`config.mk`:
```
export PLATFORM = sky130hd
export DESIGN_NAME = regfile_bypass_sb
export DESIGN_NICKNAME = d
export VERILOG_FILES = /design/src/rtl/regfile_bypass_sb.sv
export SDC_FILE = /design/constraint.sdc
export NUM_CORES = 1
export LEC_CHECK = 0
export BUFFER_PORTS_ARGS = -buffer_cell sky130_fd_sc_hd__buf_2
export CORE_UTILIZATION = 45
export DETAILED_ROUTE_END_ITERATION = 10
export MAX_ROUTING_LAYER = met4
export PLACE_DENSITY = 0.71
export SLEW_MARGIN = 0
export SYNTH_ARGS = -nofsm -noshare
export SYNTH_HDL_FRONTEND = slang
export SYNTH_SLANG_ARGS = --single-unit
```
`constraint.sdc`:
```
create_clock -name i_clk -period 8.2 [get_ports i_clk]
set_input_delay 0.41 -clock i_clk [delete_from_list [all_inputs] [get_ports i_clk]]
set_output_delay 0.41 -clock i_clk [all_outputs]
set_load 0.02 [all_outputs]
```
`src/rtl/regfile_bypass_sb.sv`:
```
// ---------------------------------------------------------------------------
// regfile_bypass_sb
//   Parametrised multi-read / single-write register file for decode, with an
//   optional write-to-read bypass and a per-register pending scoreboard that
//   lets decode see RAW hazards against writebacks still in flight.
//   Register 0 always reads as zero and can never be claimed.
//
// Ports
//   i_clk        clock, all state updates on the rising edge
//   i_rst        asynchronous active-high reset
//   i_rd_addr    packed read addresses, port i at [i*AW +: AW]
//   o_rd_data    packed read data, port i at [i*DATA_W +: DATA_W]
//   o_rd_busy    per read port: addressed register has a pending writer
//   i_wr_en      writeback strobe
//   i_wr_addr    writeback destination
//   i_wr_data    writeback value
//   i_claim_en   issue strobe, marks i_claim_addr pending
//   i_claim_addr register claimed by a newly issued producer
//   o_pend_cnt   number of registers currently pending
// ---------------------------------------------------------------------------
module regfile_bypass_sb #(
  parameter int DATA_W   = 16,
  parameter int NUM_REGS = 16,
  parameter int NUM_RD   = 2,
  parameter int BYPASS   = 1,
  localparam int AW      = $clog2(NUM_REGS)
) (
  input  logic                     i_clk,
  input  logic                     i_rst,
  input  logic [NUM_RD*AW-1:0]     i_rd_addr,
  output logic [NUM_RD*DATA_W-1:0] o_rd_data,
  output logic [NUM_RD-1:0]        o_rd_busy,
  input  logic                     i_wr_en,
  input  logic [AW-1:0]            i_wr_addr,
  input  logic [DATA_W-1:0]        i_wr_data,
  input  logic                     i_claim_en,
  input  logic [AW-1:0]            i_claim_addr,
  output logic [AW:0]              o_pend_cnt
);

  logic [DATA_W-1:0] r_mem [NUM_REGS];
  logic [NUM_REGS-1:0] r_pend;
  logic [AW:0]         r_pend_cnt;

  logic                w_wr_live;
  logic [NUM_REGS-1:0] w_pend_nxt;
  logic [AW:0]         w_cnt_nxt;

  assign w_wr_live = i_wr_en && (i_wr_addr != '0);

  // Storage: address 0 is never written, so it stays at its reset value.
  always_ff @(posedge i_clk or posedge i_rst) begin
    if (i_rst) begin
      for (int i = 0; i < NUM_REGS; i++) begin
        r_mem[i] <= '0;
      end
    end else if (w_wr_live) begin
      r_mem[i_wr_addr] <= i_wr_data;
    end
  end

  // Scoreboard next state: writeback clears first, then a claim sets, so a
  // claim and writeback on the same register leaves the new producer pending.
  always_comb begin
    w_pend_nxt = r_pend;
    if (w_wr_live) begin
      w_pend_nxt[i_wr_addr] = 1'b0;
    end
    if (i_claim_en && (i_claim_addr != '0)) begin
      w_pend_nxt[i_claim_addr] = 1'b1;
    end
    w_pend_nxt[0] = 1'b0;
  end

  always_comb begin
    w_cnt_nxt = '0;
    for (int i = 0; i < NUM_REGS; i++) begin
      w_cnt_nxt = w_cnt_nxt + {{AW{1'b0}}, w_pend_nxt[i]};
    end
  end

  // The count is registered alongside the pend bits rather than derived
  // combinationally, keeping o_pend_cnt a clean flop output.
  always_ff @(posedge i_clk or posedge i_rst) begin
    if (i_rst) begin
      r_pend     <= '0;
      r_pend_cnt <= '0;
    end else begin
      r_pend     <= w_pend_nxt;
      r_pend_cnt <= w_cnt_nxt;
    end
  end

  assign o_pend_cnt = r_pend_cnt;

  genvar gp;
  generate
    for (gp = 0; gp < NUM_RD; gp++) begin : g_rd
      logic [AW-1:0]     w_addr;
      logic              w_wr_match;
      logic              w_fwd;
      logic [DATA_W-1:0] w_data;

      assign w_addr     = i_rd_addr[gp*AW +: AW];
      assign w_wr_match = (BYPASS != 0) && i_wr_en && (i_wr_addr == w_addr);
      // Forwarding is suppressed under reset so reads reflect the cleared
      // array immediately, even while a write strobe is still presented.
      assign w_fwd      = w_wr_match && !i_rst;

      always_comb begin
        if (w_addr == '0) begin
          w_data = '0;
        end else if (w_fwd) begin
          w_data = i_wr_data;
        end else begin
          w_data = r_mem[w_addr];
        end
      end

      assign o_rd_data[gp*DATA_W +: DATA_W] = w_data;
      // With bypass, a same-cycle writeback resolves the hazard because its
      // data is already on the read port. pend[0] is always 0.
      assign o_rd_busy[gp] = r_pend[w_addr] && !w_wr_match;
    end
  endgenerate

endmodule

```
==> After elaboration in Yosys (flattened, before gate mapping) <==
Index checks and enable logic that the tools add are counted.
{ "totals": {"ramBits": 0, "romBits": 0, "n_memories": 0, "regBits": 276, "output_inout_bits": 39, "inputBits": 36, "latch_bits": 0, "elab_cells": 91} }
{ "classes": {"bitwise": 6, "div": 0, "n_shift": 0, "eq_ne": 2, "n_addsub": 14, "muxes": 23, "n_lt_le_gt_ge": 10, "reduce_logical": 18, "mul": 0} }
{ "ops": {"columns": ["operator", "count"], "rows": [
  ["$bwmux W256", 1],
  ["$mux W16", 11],
  ["$bmux W16 S4", 2],
  ["$demux W16 S4", 1],
  ["$add A5 B1 Y5", 10],
  ["$lt A4 B5 Y1 const B", 4],
  ["$and A16 B16 Y16", 1],
  ["$not A16 Y16", 1],
  ["$or A16 B16 Y16", 1],
  ["$ge A5 B5 Y1 const B", 3],
  ["$not A4 Y5", 3],
  ["$logic_and A1 B1 Y1", 11],
  ["$bmux W1 S4", 2],
  ["$demux W1 S4", 2],
  ["$eq A4 B4 Y1", 2],
  ["$ge A4 B1 Y1 const B", 2],
  ["$logic_not A4 Y1", 2],
  ["$reduce_bool A4 Y1", 2],
  ["$add A4 B1 Y5", 1],
  ["$lt A5 B1 Y1 const B", 1],
  ["$add A3 B1 Y4", 1],
  ["$mux W1", 4],
  ["$add A2 B1 Y3", 1],
  ["$logic_not A1 Y1", 3],
  ["$add A1 B1 Y2", 1]
]} }

==> Logic depth before layout (Yosys ltp) <==
{ "logic_depth": {"depth_word": 23, "mapped_depth": 17, "depth_no_buf": 15} }

==> Least setup slack after synthesis <==
OpenSTA, ideal clock, no wires.
{ "synth_timing": {"kind": "input to register", "startpoint": "input port i_wr_addr[3]", "endpoint": "register r_pend_cnt[1], in the netlist o_pend_cnt[1]", "setup_time_ps": 136, "path_stages": 16, "path_slack_ps": 3651, "required_time_ps": 8064, "n_path_buf": 3, "arrival_time_ps": 4414, "cell_sequence": "clkbuf_2 and3b_1 clkbuf_1 nand2_1 buf_2 a22o_1 fa_1 inv_1 fa_1 fa_1 inv_1 fa_1 inv_1 fa_1 inv_1 fa_1"} }
{ "synth_via": {"word_cells_on_any_way": 26, "classes_between": "add/sub: 14; order compare: 2; mux: 4; bitwise: 3; reduce/logical: 3"} }
{ "synth_lines": {"columns": ["item", "line", "text"], "rows": [
  ["start: declaration", "34", "input logic [AW-1:0] i_wr_addr,"],
  ["$lt A4 B5 Y1 (implied by the code) or $ge A4 B1 Y1 (tied branches)", "67", "w_pend_nxt[i_wr_addr] = 1'b0;"],
  ["$logic_and A1 B1 Y1 (implied by the code)", "67", null],
  ["$mux W1 (implied by the code)", "67", null],
  ["$demux W1 S4", "67", null],
  ["$not A16 Y16 (no source line)", null, null],
  ["$and A16 B16 Y16 (no source line)", null, null],
  ["$mux W16 *", "66", "if (w_wr_live) begin"],
  ["$or A16 B16 Y16 (no source line)", null, null],
  ["$mux W16 *", "69", "if (i_claim_en && (i_claim_addr != '0)) begin"],
  ["net w_pend_nxt[4]", "46", "logic [NUM_REGS-1:0] w_pend_nxt;"],
  ["$add A3 B1 Y4 *", "78", "w_cnt_nxt = w_cnt_nxt + {{AW{1'b0}}, w_pend_nxt[i]};"],
  ["$add A4 B1 Y5 *", "78", null],
  ["$add A5 B1 Y5 * (10 in a row)", "78", null],
  ["net w_cnt_nxt[1]", "47", "logic [AW:0] w_cnt_nxt;"],
  ["end signal: assignment", "90", "r_pend_cnt <= w_cnt_nxt;"],
  ["end: declaration", "43", "logic [AW:0] r_pend_cnt;"]
]} }
Mark *: on every way through the listed nets, which the timed path passes. The rest lies on a longest branch.
A chain may end at the register's enable or synchronous reset.

==> Worst setup path in the final report <==
{ "layout_timing": {"startpoint": "input port i_wr_addr[3]", "endpoint": "register r_pend_cnt[1], in the netlist o_pend_cnt[1]"} }
{ "layout_via": {"word_cells_on_any_way": 26, "classes_between": "add/sub: 14; order compare: 2; mux: 4; bitwise: 3; reduce/logical: 3"} }
{ "layout_lines": {"columns": ["item", "line"], "rows": [
  ["$lt A4 B5 Y1 (implied by the code) or $ge A4 B1 Y1 (tied branches)", "67"],
  ["$logic_and A1 B1 Y1 (implied by the code)", "67"],
  ["$mux W1 (implied by the code)", "67"],
  ["$demux W1 S4", "67"],
  ["$not A16 Y16 (no source line)", null],
  ["$and A16 B16 Y16 (no source line)", null],
  ["$mux W16 *", "66"],
  ["$or A16 B16 Y16 (no source line)", null],
  ["$mux W16 *", "69"],
  ["net w_pend_nxt[8]", "46"],
  ["$add A5 B1 Y5 * (8 in a row)", "78"],
  ["net w_cnt_nxt[1]", "47"]
]} }
Marks and branches as above.

==> flow_metrics.tcl <==
set metrics [dict create \
    total_power_mw 4.56 \
    yosysTopAreaCellShare_pct 44.3 \
    synth_edf_count 0 \
    drt_iter0_markers 874 \
    routed_wirelength_mm 40.9 \
    crit_path_end "o_pend_cnt[1]" \
    clk_latency_ns 0.58 \
    grt_setup_unrepaired "no" \
    cts_tree "done" \
    fin_crit_sh_pct 56.0 \
    multi_input_area_mm2 0.00798 \
    fp.coreArea_mm2 0.0338 \
    grt.overflow.total 0 \
    path_max_fanout 17 \
    grt_pass1_vias 10100 \
    diodes 0 \
    max_cap_viol_count 0 \
    synthDistinctLibCells 48 \
    endpoint_kind "flop" \
    path_cells "buf_2 -> nand2_1 -> nor2_1 -> nand2_1 -> a22o_1 -> inv_1 -> fa_1 -> fa_1 -> fa_1 -> inv_1 -> fa_1 -> inv_1 -> fa_1 -> inv_1 -> fa_1" \
    hold_path_class "in2async" \
    nFillCells 2860 \
    cts_buffers 29 \
    r2r_end "o_pend_cnt[1]" \
    critical_path_class "in2reg" \
    drc 0 \
    grt_start_max_net_pins 148 \
    ant_nets 0 \
    fin_ws_ns 3.61 \
    cp.required_ns 8.65 \
    area_growth_pct 9.88 \
    yosys_warnings 0 \
    htree_levels 1 \
    wl_per_cell_um 25.8 \
    critPathLaunch "i_wr_addr[3]" \
    post-place-ws_ns 3.02 \
    synth-seq-area-share_pct 44.3 \
    netlist_area_mm2 0.0155 \
    reg2reg_depth 11 \
    num_rows 67 \
    dieArea_mm2 0.0353 \
    slowest_delay_ns 0.69 \
    synthCells 1102 \
    total_leakage_power_nw 7.46 \
    drive_gt1_share_pct 46.0 \
    power_density_mw_per_mm2 267 \
    dp.cells 1532 \
    ys_async_sr_fraction_pct 100 \
    root_buffer "clkbuf_16" \
    period_minus_slack_ns 4.59 \
    fp.dieH_um 188 \
    gp_congestion 0.863 \
    drt-pass1-iter-count 5 \
    cts.repair.resized 0 \
    yosysMostFrequentCell "dfrtp_1" \
    num_vias 9897 \
    via_per_inst 6.24 \
    dp_hpwl_mm 24.2 \
    synth_fp_nets 1150 \
    critical_path_arrival_ns 5.04 \
    drv_slew 0 \
    slew_headroom_pct 27.3 \
    finalSetupViolCount 0 \
    post_layout_nonfiller_instances 1585 \
    cp-start-kind "input port" \
    skew_ns 0.00426 \
    synth_top_cell_by_area "dfrtp_1" \
    worstMarginPinSlew_ns 1.09 \
    synth-main-ff-cell "dfrtp_1" \
    slowest_stage "nand2_1" \
    synth.avg_cell_area_um2 14.1 \
    fin_tns_setup_ns 0 \
    fmax_mhz 218 \
    clkSlewWorstSetupHoldPaths_ns 0.06 \
    ir_drop_mv 0.200 \
    regArea_mm2 0.00688 \
    synth_common_cells "275 x dfrtp_1, 258 x mux2_2, 106 x mux4_2, 52 x buf_2, 48 x nand2_1" \
    ioPinCount 75 \
    antenna_found_initial 0 \
    ys_seq_elements 275 \
    postCtsSetupBuffers 0 \
    grt_pass1_wl_mm 63.4 \
    die_w_um 188 \
    final_nets 1163 \
    hold_viol_final 0 \
    clockBufferDepth 3 \
    crit_path_frequent_cell "fa_1" \
    grt_use_total_pct 24.6 \
    io_buffers 73 \
    reg2reg_from "r_pend[1]" \
    synth_area_leaders "dfrtp_1 44%, mux2_2 19%, mux4_2 15%, mux2i_1 2.6%, mux4_1 2.5%" \
    regToRegSetupSlack_ns 4.40 \
    cts.sinks 275 \
    outcome "finished clean" \
    cts_hold_buf 0 \
    start_util_pct 46.0 \
]
-- state kept, by name, summed over array words and instances (netlist names) --
name        flops
r_mem         256
r_pend         15
o_pend_cnt      4
-- area by class of cell --
cell class / instances / area share (%)
repair buffers: 96 / 3.19
well taps: 448 / 3.28
inverters: 22 / 0.527
flip-flops and latches: 275 / 40.3
clock buffers: 46 / 5.15
multi-input cells: 691 / 46.7
clock inverters: 7 / 0.879
-- cell usage in the layout (no fill, tap or decap), types with 22 or more instances in the layout --
cell type	instances
a21oi_1	24
a22o_1	36
buf_2	70
buf_4	26
clkbuf_16	29
dfrtp_1	275
mux2_2	258
mux2i_1	40
mux4_2	106
nand2_1	48
nor2_1	29
nor2b_1	22
-- where the power goes --
part           total [mW]  leakage, nW  switching, mW  internal, mW
combinational        1.26         3.57          0.555         0.704
sequential           1.89         3.39          0.221          1.67
clock                1.41        0.506          0.552         0.859
total                4.56         7.46           1.33          3.23
-- critical path: cells and delay by family --
family / cells / cell delay, ns
adders and majority gates: 6 / 2.72
buffers and inverters: 5 / 0.44
and+or+nand+nor: 3 / 0.98
AOI/OAI and AO/OA: 1 / 0.50
-- per-stage QoR --
stage	hold slack, ns	instance area, µm²	utilization (%)
finish	0.0164	17100	50.6
global route	0.155	17100	50.6
CTS	0.132	17100	50.6
detailed placement	0.384	16100	47.5
global placement	0.380	16100	47.5
floorplan	0.438	15500	-
-- per-layer routing --
| layer | wire [µm] | vias to the layer above | track usage (%) | part of all wire, % |
|---|---|---|---|---|
| met2 | 19500 | 342 | 38.0 | 48 |
| met3 | 2410 | 71 | 3.14 | 5.9 |
| met4 | 1120 | 0 | 6.75 | 2.7 |
| met1 | 17900 | 5275 | 34.3 | 44 |
| li1 | - | 4209 | - | - |
| met5 | 0 | - | - | 0 |
-- worst min path at each step --
stage	start	to	cells past startpoint
floorplan	r_mem[240]	r_mem[240]	1
global placement	r_mem[242]	r_mem[242]	0
detailed placement	r_mem[249]	r_mem[249]	0
CTS	i_rst	r_pend[7]	2
global route	i_rst	r_pend[7]	2
finish	i_rst	r_pend[7]	2
-- kinds of logic after synthesis --
| group | synth area share (%) |
|---|---|
| fa+ha+maj | 1.45 |
| compound gates | 5.66 |
| buf+inv | 4.54 |
| flops | 44.3 |
| xor+xnor | 0.507 |
| other cells | 0.0241 |
| simple gates | 4.41 |
| mux | 39.2 |
Power figures use the tool's default switching activity.
